--- src/rtl/code_pkg.sv ---
// Shared types and default sizing for the code strobe generator.
package code_pkg;

    localparam int CNT_W         = 16;
    localparam int GAP_W         = 8;
    localparam int PRESCALE_LOG2 = 2;

    typedef enum logic [1:0] {
        IDLE = 2'd0,
        EMIT = 2'd1,
        GAP  = 2'd2,
        DONE = 2'd3
    } state_e;

endpackage

--- src/rtl/code_down_counter.sv ---
// Loadable down counter with a zero flag; holds at zero.
module code_down_counter #(
    parameter int W = 8
) (
    input  logic         Clk,
    input  logic         Reset,
    input  logic         load_i,
    input  logic         dec_i,
    input  logic [W-1:0] val_i,
    output logic         zero_o
);

    logic [W-1:0] cnt_q;
    logic [W-1:0] cnt_d;

    always_comb begin
        cnt_d = cnt_q;
        if (load_i)
            cnt_d = val_i;
        else if (dec_i && (cnt_q != '0))
            cnt_d = cnt_q - W'(1);
    end

    always_ff @(posedge Clk) begin
        if (Reset)
            cnt_q <= '0;
        else
            cnt_q <= cnt_d;
    end

    assign zero_o = (cnt_q == '0);

endmodule

--- src/rtl/code_strobe_gen.sv ---
// Turns a (channel, count, gap) request into single-cycle En_o strobes
// so a downstream En/Slt counter advances by exactly the requested count.
module code_strobe_gen #(
    parameter int CNT_W         = code_pkg::CNT_W,
    parameter int GAP_W         = code_pkg::GAP_W,
    parameter int PRESCALE_LOG2 = code_pkg::PRESCALE_LOG2
) (
    input  logic                           Clk,
    input  logic                           Reset,
    input  logic                           Req_valid,
    output logic                           Req_ready,
    input  logic                           Req_slt,
    input  logic [CNT_W-1:0]               Req_count,
    input  logic [GAP_W-1:0]               Req_gap,
    input  logic                           Abort,
    output logic                           En_o,
    output logic                           Slt_o,
    output logic                           Busy,
    output logic                           Done,
    output logic [CNT_W+PRESCALE_LOG2-1:0] Emitted
);

    import code_pkg::*;

    localparam int TW = CNT_W + PRESCALE_LOG2;

    state_e           state_q;
    state_e           state_d;
    logic [GAP_W-1:0] gap_q;
    logic [TW-1:0]    cnt_ext;
    logic [TW-1:0]    total;
    logic             accept;
    logic             rem_zero;
    logic             gap_zero;
    logic             rem_dec;
    logic             gap_load;
    logic             gap_dec;

    assign Req_ready = (state_q == IDLE) && !Reset;
    assign accept    = Req_valid && Req_ready;
    assign cnt_ext   = TW'(Req_count);
    assign total     = Req_slt ? (cnt_ext << PRESCALE_LOG2) : cnt_ext;

    // Remaining counter holds strobes still owed after the current one.
    assign rem_dec  = (state_q == EMIT) && !rem_zero;
    assign gap_load = (state_q == EMIT) && !rem_zero && (gap_q != '0);
    assign gap_dec  = (state_q == GAP);

    code_down_counter #(.W(TW)) u_rem (
        .Clk    (Clk),
        .Reset  (Reset),
        .load_i (accept),
        .dec_i  (rem_dec),
        .val_i  (total - TW'(1)),
        .zero_o (rem_zero)
    );

    code_down_counter #(.W(GAP_W)) u_gap (
        .Clk    (Clk),
        .Reset  (Reset),
        .load_i (gap_load),
        .dec_i  (gap_dec),
        .val_i  (gap_q - GAP_W'(1)),
        .zero_o (gap_zero)
    );

    always_comb begin
        state_d = state_q;
        unique case (state_q)
            IDLE: begin
                if (accept)
                    state_d = (total == '0) ? DONE : EMIT;
            end
            EMIT: begin
                if (rem_zero)
                    state_d = DONE;
                else if (gap_q == '0)
                    state_d = EMIT;
                else
                    state_d = GAP;
            end
            GAP: begin
                if (gap_zero)
                    state_d = EMIT;
            end
            DONE: state_d = IDLE;
        endcase
        if (Abort && (state_q != IDLE))
            state_d = IDLE;
    end

    always_ff @(posedge Clk) begin
        if (Reset) begin
            state_q <= IDLE;
            gap_q   <= '0;
            En_o    <= 1'b0;
            Slt_o   <= 1'b0;
            Busy    <= 1'b0;
            Done    <= 1'b0;
            Emitted <= '0;
        end else begin
            state_q <= state_d;
            En_o    <= (state_d == EMIT);
            Busy    <= (state_d != IDLE);
            Done    <= (state_d == DONE);
            if (accept) begin
                gap_q   <= Req_gap;
                Slt_o   <= Req_slt;
                Emitted <= '0;
            end else if (state_q == EMIT) begin
                Emitted <= Emitted + TW'(1);
            end
        end
    end

endmodule

--- config.mk ---
export PLATFORM = sky130hd
export DESIGN_NAME = code_strobe_gen
export DESIGN_NICKNAME = d
export VERILOG_FILES = /design/src/rtl/code_pkg.sv /design/src/rtl/code_down_counter.sv /design/src/rtl/code_strobe_gen.sv
export SDC_FILE = /design/constraint.sdc
export NUM_CORES = 1
export LEC_CHECK = 0
export BUFFER_PORTS_ARGS = -buffer_cell sky130_fd_sc_hd__buf_2
export CAP_MARGIN = 20
export CORE_ASPECT_RATIO = 0.6
export CORE_UTILIZATION = 40
export CTS_BUF_LIST = sky130_fd_sc_hd__clkbuf_16
export DETAILED_ROUTE_END_ITERATION = 8
export HOLD_SLACK_MARGIN = 0.06
export PLACE_DENSITY = 0.66
export SYNTH_ARGS = -nofsm -noshare
export SYNTH_HDL_FRONTEND = slang
export SYNTH_SLANG_ARGS = --single-unit
--- constraint.sdc ---
create_clock -name Clk -period 5.41 [get_ports Clk]
set_clock_uncertainty 0.1 [all_clocks]
set_input_delay 0.541 -clock Clk [delete_from_list [all_inputs] [get_ports Clk]]
set_output_delay 0.541 -clock Clk [all_outputs]
set_load 0.1 [all_outputs]
==> out/qor.yml <==
status:
  status: "finished, final reports clean"
clock_network:
  cts_buffer_depth: 2
  path_clk_slew_ns: 0.05
  clockRootBuffer: "clkbuf_16"
  insertion_delay_ns: 0.33
  cts-resized-gates: 0
  hold_buffers: 0
  htree_levels: 3
  numCtsBuffers: 9
  cts_sinks: 58
  postCtsSetupRepairBufs: 0
  cts_tree: "done"
layout:
  diodes: 0
  nets: 518
  regArea_um2: 1161
  fillCellCount: 871
  multiInputGateArea_um2: 2247
  drive_gt1_share_pct: 16.29
  syn_to_final_growth_pct: 18.84
synthesis:
  synth_area_leader_cell: "dfxtp_1"
  synth_area_leaders: "dfxtp_1 33%, nor2_1 5.7%, nand2_1 5.2%"
  synth_top_area_share_pct: 32.93
  synth_edf_count: 0
  ys_seq_elements: 58
  synthDistinctLibCells: 60
  syn_nets: 473
  synthCells: 441
  syn_avg_cell_area_um2: 7.995
  synth_area_um2: 3526
  synth_ff_type: "dfxtp_1"
  yosys_warnings: 0
  synth-seq-area-share_pct: 32.93
  yosysMostFrequentCell: "dfxtp_1"
  synth_common_cells: "58 x dfxtp_1, 54 x nor2_1, 49 x nand2_1, 24 x a21oi_1"
  synthArstFlopShare_pct: 0
global_route:
  track_usage_pct: 20.34
  grt_start_max_net_pins: 50
  grt_pass1_wl_um: 14260
  busiest_layer: "met1"
  grt_overflow: 0
  antenna_found_initial: 0
  grt_use_met1_pct: 30.32
  grtUsageMet2_pct: 26.38
  grtUsageMet3_pct: 7.273
  grt_pass1_vias: 2918
sta:
  timing.final.crit_share_pct: 59.30
  hold_viol_final: 0
  rsz0062_at_grt: "no"
  layout_min_cycle_time_ns: 3.208
  tightestPinTransition_ns: 0.8412
  slew_headroom_pct: 43.40
  tns_ns: 0
  hold_ws_ns: 0.3064
  report.final.slew_viol_count: 0
  timing.fmax_mhz: 311.7
  setup_viol: 0
worst_setup_path:
  startpoint_type: "flop"
  endpoint_kind: "flop"
  r2r_cells: 10
  critPathKind: "flop to flop"
  arrival_ns: 3.29
  cp.required_ns: 5.49
  cp_max_fo: 15
place:
  hpwl_um: 6431
  gp_congestion: 0.8614
  numPortBuffers: 51
power:
  peakVddDrop_v: 0.0001652
  powerDensity_nw_per_um2: 356.0
  leakage_nw: 1.655
drt:
  ant_nets: 0
  routed_wl_um: 8727
  vias: 3348
  drc: 0
  firstDrtPassIters: 4
  vias_per_cell: 5.552
  wl_per_cell_um: 14.47
  initialDrtViolationCount: 306
floorplan:
  die_h_um: 74.73
  start_util_pct: 41.37
  num_io_pins: 52
  row_count: 26
  coreArea_um2: 8523
  die_area_um2: 9206
  die_width_um: 123.2
min_path:
  hp-class: "input pin to flop"
  holdPathStages: 3
job:
  drv_cap: 0
routing by layer:
metal,vias up,wire (µm)
met4,0,98
met3,13,709
met5,-,0
met2,104,3232
li1,1694,-
met1,1537,4686
per-stage QoR:
step	power [mW]	util [%]	worst slack, ns	instance area (µm²)	std cells
5_1_grt	1.570	49.16	2.002	4190	603
3_5_place_dp	0.8581	45.24	2.116	3856	587
3_3_place_gp	0.8502	45.24	2.201	3856	587
4_1_cts	1.500	49.16	2.256	4190	603
6_report	1.492	49.16	2.202	4190	603
2_1_floorplan	0.7726	-	1.827	3526	441
layout by cell type (no fill, tap or decap), drive strengths merged, types with 5 or more instances in the layout:
master,netlist,routed
dfxtp,58,58
clkbuf,7,9
nand2,50,50
a21oi,25,25
nor3,23,23
a211oi,18,18
nor3b,5,5
buf,14,55
or4,6,6
nor2,54,54
mux2i,17,17
or3,5,5
xnor2,20,20
o211ai,6,6
nand4,9,9
o21ai,17,17
inv,5,6
nand3,23,23
nor4,5,5
xor2,21,21
worst paths after layout:
| kind | from | to | slack [ns] |
|---|---|---|---|
| worst min register to register | gap_q[6] | gap_q[6] | 0.38 |
| worst min-delay path | Req_gap[1] | gap_q[1] | 0.31 |
| worst max-delay path | gap_q[2] | u_gap.cnt_q[6] | 2.20 |
| worst max register to register | gap_q[2] | u_gap.cnt_q[6] | 2.20 |
flip-flops by register name, summed over array words and instances, names as in the netlist:
| register | flops |
|---|---|
| Emitted | 18 |
| u_rem.cnt_q | 18 |
| gap_q | 8 |
| u_gap.cnt_q | 8 |
| state_q | 2 |
| Busy | 1 |
| Done | 1 |
| En_o | 1 |
| Slt_o | 1 |
cells by family (layout without fill, tap and decap cells):
group,count (synthesis),after routing,synth area share [%]
and+or+nand+nor,202,202,28.96
AOI/OAI and AO/OA,91,91,18.06
xor gates and xnor gates,41,41,10.18
adders and majority gates,3,3,1.065
muxes,19,19,5.465
buffers and inverters,27,77,3.336
DFF,58,58,32.93
power breakdown:
| group | leakage [nW] | switching (mW) | total [mW] | internal, mW |
|---|---|---|---|---|
| combinational | 1.02 | 0.222 | 0.360 | 0.137 |
| clock | 0.162 | 0.192 | 0.636 | 0.444 |
| sequential | 0.473 | 0.0360 | 0.496 | 0.460 |
worst max-delay path, cell delays in order (launching register included):
cell      delay, ns
dfxtp_1        0.35
or4_1          0.59
nor3_1         0.56
a211oi_1       0.10
buf_4          0.23
mux2i_1        0.18
ha_1           0.29
nand2_1        0.15
o31a_1         0.28
nor3_1         0.17
a211oi_1       0.07
cell type report:
type	count	share of cell area [%]
clock buffer	9	5.375
sequential	58	27.71
clock inverter	7	2.598
multi-input combinational	356	53.63
timing repair buffer	55	6.808
inverter	6	0.5375
tap	112	3.344
Power figures use the tool's default switching activity.
